--- config.mk ---
export PLATFORM = sky130hd
export DESIGN_NAME = sigmag_packer
export DESIGN_NICKNAME = d
export VERILOG_FILES = /design/src/rtl/sigmag_packer_pkg.sv /design/src/rtl/sigmag_packer_fifo.sv /design/src/rtl/sigmag_packer.sv
export SDC_FILE = /design/constraint.sdc
export NUM_CORES = 1
export LEC_CHECK = 0
export ABC_AREA = 1
export ABC_CLOCK_PERIOD_IN_PS = 4520
export CORE_MARGIN = 2
export CORE_UTILIZATION = 35
export CTS_BUF_LIST = sky130_fd_sc_hd__clkbuf_2 sky130_fd_sc_hd__clkbuf_4 sky130_fd_sc_hd__clkbuf_8
export DETAILED_ROUTE_END_ITERATION = 10
export GPL_TIMING_DRIVEN = 0
export PLACE_DENSITY_LB_ADDON = 0.12
export SYNTH_ARGS = -nofsm -noshare
export SYNTH_HDL_FRONTEND = slang
export SYNTH_SLANG_ARGS = --single-unit
--- constraint.sdc ---
create_clock -name clk -period 4.52 [get_ports clk]
set_input_delay 1.13 -clock clk [delete_from_list [all_inputs] [get_ports clk]]
set_output_delay 1.13 -clock clk [all_outputs]
set_load 0.05 [all_outputs]
--- src/rtl/sigmag_packer_pkg.sv ---
// Shared DSP constants for the sign/magnitude quantizer stream.
// Sample layout is {mag,sig}; the percentage scale feeds the occupancy statistics.
package sigmag_packer_pkg;
  localparam int SIGMAG_W = 2;
  localparam int SIG_BIT  = 0;
  localparam int MAG_BIT  = 1;

  localparam int         PCT_W     = 7;
  localparam logic [6:0] PCT_SCALE = 7'd100;
endpackage

--- src/rtl/sigmag_packer_fifo.sv ---
// Synchronous word FIFO with a registered storage read port and push-accept feedback.
// clr empties the FIFO synchronously without touching the storage contents.
module sync_fifo_w #(
  parameter int W       = 32,
  parameter int DEPTH_N = 2
) (
  input  logic         clk,
  input  logic         resetn,
  input  logic         clr,
  input  logic         push,
  input  logic [W-1:0] push_data,
  output logic         push_ok,
  output logic [W-1:0] rd_data,
  output logic         rd_valid,
  input  logic         rd_ready,
  output logic         full,
  output logic         empty
);
  localparam int DEPTH = 1 << DEPTH_N;

  logic [W-1:0]       mem [DEPTH];
  logic [DEPTH_N-1:0] wr_ptr, rd_ptr;
  logic [DEPTH_N:0]   count;
  logic               pop;

  assign full     = (count == (DEPTH_N+1)'(DEPTH));
  assign empty    = (count == '0);
  assign rd_valid = !empty;
  assign rd_data  = mem[rd_ptr];
  assign pop      = rd_valid && rd_ready;
  // A pop in the same cycle frees the slot, so push at full is still accepted.
  assign push_ok  = push && (!full || pop);

  always_ff @(posedge clk or negedge resetn) begin
    if (!resetn) begin
      for (int i = 0; i < DEPTH; i++) mem[i] <= '0;
      wr_ptr <= '0;
      rd_ptr <= '0;
      count  <= '0;
    end else if (clr) begin
      wr_ptr <= '0;
      rd_ptr <= '0;
      count  <= '0;
    end else begin
      if (push_ok) begin
        mem[wr_ptr] <= push_data;
        wr_ptr      <= wr_ptr + 1'b1;
      end
      if (pop) rd_ptr <= rd_ptr + 1'b1;
      case ({push_ok, pop})
        2'b10:   count <= count + 1'b1;
        2'b01:   count <= count - 1'b1;
        default: count <= count;
      endcase
    end
  end
endmodule

--- src/rtl/sigmag_packer.sv ---
// Packs {mag,sig} samples into 2*PACK_N-bit words, buffers them toward a sink,
// and reports sig/mag occupancy percentages once per 2^STAT_N valid samples.
module sigmag_packer
  import sigmag_packer_pkg::*;
#(
  parameter int PACK_N       = 16,
  parameter int FIFO_DEPTH_N = 2,
  parameter int STAT_N       = 12
) (
  input  logic                     clk,
  input  logic                     resetn,
  input  logic                     en,
  input  logic                     sig,
  input  logic                     mag,
  input  logic                     valid_in,
  output logic [SIGMAG_W*PACK_N-1:0] m_data,
  output logic                     m_valid,
  input  logic                     m_ready,
  output logic                     overflow,
  output logic [15:0]              drop_cnt,
  output logic [PCT_W-1:0]         sig_pct,
  output logic [PCT_W-1:0]         mag_pct,
  output logic                     stat_lch
);
  localparam int WORD_W = SIGMAG_W * PACK_N;
  localparam int POS_W  = (PACK_N > 1) ? $clog2(PACK_N) : 1;
  localparam int PROD_W = STAT_N + 8;

  // Output handshake: a word transfers on every cycle where m_valid && m_ready;
  // m_data holds steady while m_valid is high and m_ready is low.

  logic [POS_W-1:0]    pos_q;
  logic [WORD_W-1:0]   word_q, word_nxt, push_data_q;
  logic                push_q, push_ok, drop, last_pos;
  logic [SIGMAG_W-1:0] smp;
  logic                fifo_full, fifo_empty, unused_fifo_flags;

  always_comb begin
    smp          = '0;
    smp[SIG_BIT] = sig;
    smp[MAG_BIT] = mag;
  end

  assign last_pos = (pos_q == POS_W'(PACK_N - 1));

  always_comb begin
    word_nxt = word_q;
    word_nxt[pos_q*SIGMAG_W +: SIGMAG_W] = smp;
  end

  always_ff @(posedge clk or negedge resetn) begin
    if (!resetn) begin
      pos_q       <= '0;
      word_q      <= '0;
      push_q      <= 1'b0;
      push_data_q <= '0;
    end else if (!en) begin
      pos_q       <= '0;
      word_q      <= '0;
      push_q      <= 1'b0;
    end else begin
      push_q <= 1'b0;
      if (valid_in) begin
        if (last_pos) begin
          pos_q       <= '0;
          word_q      <= '0;
          push_q      <= 1'b1;
          push_data_q <= word_nxt;
        end else begin
          pos_q  <= pos_q + 1'b1;
          word_q <= word_nxt;
        end
      end
    end
  end

  sync_fifo_w #(.W(WORD_W), .DEPTH_N(FIFO_DEPTH_N)) u_fifo (
    .clk       (clk),
    .resetn    (resetn),
    .clr       (!en),
    .push      (push_q),
    .push_data (push_data_q),
    .push_ok   (push_ok),
    .rd_data   (m_data),
    .rd_valid  (m_valid),
    .rd_ready  (m_ready),
    .full      (fifo_full),
    .empty     (fifo_empty)
  );

  assign unused_fifo_flags = &{1'b0, fifo_full, fifo_empty};

  assign drop = push_q && !push_ok;

  always_ff @(posedge clk or negedge resetn) begin
    if (!resetn) begin
      overflow <= 1'b0;
      drop_cnt <= '0;
    end else if (!en) begin
      overflow <= 1'b0;
      drop_cnt <= '0;
    end else if (drop) begin
      overflow <= 1'b1;
      if (drop_cnt != 16'hFFFF) drop_cnt <= drop_cnt + 1'b1;
    end
  end

  logic [STAT_N-1:0] smp_cnt_q;
  logic [STAT_N:0]   sig_cnt_q, mag_cnt_q, sig_tot, mag_tot;
  logic [PROD_W-1:0] sig_prod, mag_prod;
  logic              period_end;

  // Totals include the current sample so the closing sample is counted.
  assign sig_tot    = sig_cnt_q + {{STAT_N{1'b0}}, sig};
  assign mag_tot    = mag_cnt_q + {{STAT_N{1'b0}}, mag};
  assign sig_prod   = PROD_W'(sig_tot) * PROD_W'(PCT_SCALE);
  assign mag_prod   = PROD_W'(mag_tot) * PROD_W'(PCT_SCALE);
  assign period_end = (smp_cnt_q == '1);

  always_ff @(posedge clk or negedge resetn) begin
    if (!resetn) begin
      smp_cnt_q <= '0;
      sig_cnt_q <= '0;
      mag_cnt_q <= '0;
      sig_pct   <= '0;
      mag_pct   <= '0;
      stat_lch  <= 1'b0;
    end else if (!en) begin
      smp_cnt_q <= '0;
      sig_cnt_q <= '0;
      mag_cnt_q <= '0;
      stat_lch  <= 1'b0;
    end else begin
      stat_lch <= 1'b0;
      if (valid_in) begin
        if (period_end) begin
          smp_cnt_q <= '0;
          sig_cnt_q <= '0;
          mag_cnt_q <= '0;
          sig_pct   <= sig_prod[STAT_N +: PCT_W];
          mag_pct   <= mag_prod[STAT_N +: PCT_W];
          stat_lch  <= 1'b1;
        end else begin
          smp_cnt_q <= smp_cnt_q + 1'b1;
          sig_cnt_q <= sig_tot;
          mag_cnt_q <= mag_tot;
        end
      end
    end
  end
endmodule

==> metrics.yaml <==
cts:
  ctsHoldBuffers: 0
  clockRootBuffer: "clkbuf_8"
  cts_tree: "done"
  cts_buffer_depth: 3
  htreeDepth: 2
  clkTransAtPathRegs_ns: 0.06
  clk_latency_ns: 0.63
  cts_sinks: 274
  cts_buffers: 52
critical_path:
  worst-endpoint-arrival_ns: 4.82
  cp_max_fo: 5
  cpPeakStageDelay_ns: 0.53
  critPathCapture: "sig_pct[6]"
  r2r-start: "sig_cnt_q[4]"
  critPathTopFamily: "adder cells"
  required_ns: 5.02
  path_cells: "clkbuf_2 -> ha_1 -> nand3_1 -> inv_1 -> nand3_2 -> nor2_2 -> xor2_2 -> ha_1 -> ha_1 -> inv_1 -> fa_1 -> inv_1 -> ha_1 -> nand2_1 -> nor3_1 -> and2_1 -> nand2_1 -> nand2_1 -> nand2_1 -> nand3_1 -> nand2_1"
  reg2reg_to: "sig_pct[6]"
  cp_common_cell: "nand2_1"
  path_class: "input pin to flip-flop"
  startpoint_type: "input pin"
  worstRegToRegCells: 19
  cp-startpoint: "sig"
  path_depth: 21
  path_buf_inv: 4
  cp-end-kind: "flip-flop"
  rrSetupSlack_ns: 0.52
  critPathSlowestCell: "fa_1"
logic_synthesis:
  synth_edf_count: 0
  ys_seq_area_frac: 0.4589
  async_flop_share: 1.000
  ys_warn_count: 0
  ys_types: 41
  synth-seq-cells: 274
  synth_commonest_cells: "nand2_1 (405), o21ai_0 (301), dfrtp_1 (274), inv_1 (198), nor2_1 (129)"
  synth_largest_area_cell: "dfrtp_1"
  yosysTopAreaCellShare: 0.4589
  synth.net_count: 1928
  synth_ff_type: "dfrtp_1"
  syn-cell-area_sq_um: 14940
  synth_most_common_cell: "nand2_1"
  synth_area_leaders: "dfrtp_1 (46%), nand2_1 (10%), o21ai_0 (10%), ha_1 (8.0%), inv_1 (5.0%)"
  synth_cells: 1814
  synth.avg_cell_area_sq_um: 8.237
final_layout:
  diodes: 0
  fillers: 4354
  fin_nets: 2056
  drive_above_1_share: 0.08384
  utilization: 0.4184
  area_delta_synth_final_pct: 17.71
power_and_ir_drop:
  p_per_area_nw_per_um2: 362.0
  combinationalPowerShare: 0.188
  p_int_mw: 4.351
  p_sw_frac: 0.3167
  ir_drop_uv: 263.3
  power_frac_seq: 0.395
  p_clk_frac: 0.417
  power.net_switching_mw: 2.017
  p_leak_nw: 8.443
die:
  die_y_microns: 210.6
  initial_core_util: 0.3554
  ioPinCount: 72
  core_sq_um: 42040
  die_w_microns: 210.6
  core.rowCount: 75
  die_area_sq_um: 44360
timing:
  rsz0062_at_grt: "true"
  post-route-min-period_ns: 4.311
  tightest_slew_ns: 0.7049
  post-route-period-util: 0.9538
  finalMaxSlewViolations: 0
  fmax_ghz: 0.2319
  finalSetupViolCount: 0
  finalWorstSetupSlack_ns: 0.2087
  finalHoldViolCount: 0
  max_slew_margin: 0.5301
  clock_skew_ns: 0.02133
global_route:
  grt_pass1_wl_microns: 67410
  met1_usage: 0.2795
  grt.met2_usage: 0.2916
  top_usage_layer: "met2"
  track_usage: 0.1913
  use_met3: 0.03732
  grt_pass1_vias: 12350
  antenna_found_initial: 0
  grt_start_max_net_pins: 101
  overflow: 0
drt:
  drtIter0Drc: 814
  drt_drc_violations_left: 0
  ant_nets: 0
  via_per_inst: 5.032
  wl_per_cell_microns: 16.32
  totalWireLength_microns: 41110
  detail_route.first_pass.iterations: 5
  vias: 12680
place:
  io_buffers: 70
  hpwl_microns: 29170
  place_congestion: 0.8429
  pre_cts_slack_ns: -1.224
worst_hold_path:
  hold_class: "flip-flop to flip-flop"
status:
  status: "finished, final reports clean"
run:
  maxCapViolCount: 0
-- through the flow --
step | power (mW) | instance area (sq um) | hold slack [ns] | TNS, ns | instances
after global placement | 3.792 | 16320 | 0.4609 | -2848.70 | 2423
after CTS | 6.469 | 17560 | 0.4808 | 0 | 2518
after global routing | 6.668 | 17590 | 0.4966 | -0.09481 | 2519
after floorplan | 3.334 | 14940 | 0.4478 | 0 | 1814
after detailed placement | 3.797 | 16380 | 0.4659 | -14.08 | 2425
final | 6.368 | 17590 | 0.4765 | 0 | 2519
-- worst min-delay path by stage --
stage,to,depth (start not counted),from,slack [ns]
final,u_fifo.mem[34],2,u_fifo.mem[34],0.48
after global placement,u_fifo.mem[52],2,u_fifo.mem[52],0.46
after global routing,u_fifo.mem[93],2,u_fifo.mem[93],0.50
after floorplan,u_fifo.mem[32],2,u_fifo.mem[32],0.45
after detailed placement,mag_pct[2],2,mag_pct[2],0.47
after CTS,mag_pct[2],2,mag_pct[2],0.48
-- metal layers --
metal	share of wire	wire length [microns]
met1	0.50	20630
met5	0	0
met4	0.015	597
met2	0.44	17940
met3	0.047	1952
-- power groups by stage --
stage          Combinational (mW)  Sequential (mW)  Clock, mW
5_1_grt                      1.30             2.52       2.85
3_3_place_gp                 1.23             2.56          0
4_1_cts                      1.21             2.51       2.74
3_5_place_dp                 1.24             2.56          0
6_report                     1.20             2.51       2.66
2_1_floorplan               0.769             2.57          0
-- cells by family (layout without fill, tap and decap cells) --
group	Yosys count	in the layout	synth area share
buf+inv	276	442	0.07226
compound gates	454	454	0.1617
fa+ha+maj	107	107	0.09513
flops	274	274	0.4589
simple gates	657	657	0.1846
xor+xnor	46	46	0.02747
-- layout make-up --
class,count,area (sq um),share of cell area
Buffer,69,307.8,0.01750
Clock inverter,9,101.3,0.005762
Inverter,207,777.0,0.04418
Tap cell,539,674.4,0.03834
Sequential cell,274,6857,0.3898
Timing Repair Buffer,74,755.7,0.04297
Clock buffer,83,1023,0.05819
Multi-Input combinational cell,1264,7092,0.4032
-- placed cells by master (no fill, tap or decap), drive strengths merged, types with 14 or more instances in the layout --
master         synthesis  layout
a21oi                 44      44
buf                   13      18
clkbuf                56     141
clkdlybuf4s50          0      50
dfrtp                274     274
dlygate4sd2            0      14
ha                    96      96
inv                  207     208
nand2                414     414
nand3                 68      68
nand4                 15      15
nor2                 137     137
nor3                  16      16
o21ai                327     327
o22ai                 52      52
xor2                  40      40
-- tightest hold or removal path, stage by stage (launching register included) --
cell     delay, ns
dfrtp_1       0.33
nand2_1       0.05
o21ai_0       0.06
-- registers in the layout (all words and copies together) (netlist names), 2 cells and up --
register	flops
drop_cnt	16
mag_cnt_q	13
mag_pct	7
pos_q	4
push_data_q	32
sig_cnt_q	13
sig_pct	7
smp_cnt_q	12
u_fifo.count	3
u_fifo.mem	128
u_fifo.rd_ptr	2
u_fifo.wr_ptr	2
word_q	32
-- what timing repair did --
| item | 4_1_cts | 5_1_grt |
|---|---|---|
| setup endpoints to repair | 39 | 19 |
| gates resized for setup | 28 | 15 |
| setup buffers | 1 | 1 |
| pin swaps | 1 | 2 |
Power figures use the tool's default switching activity.
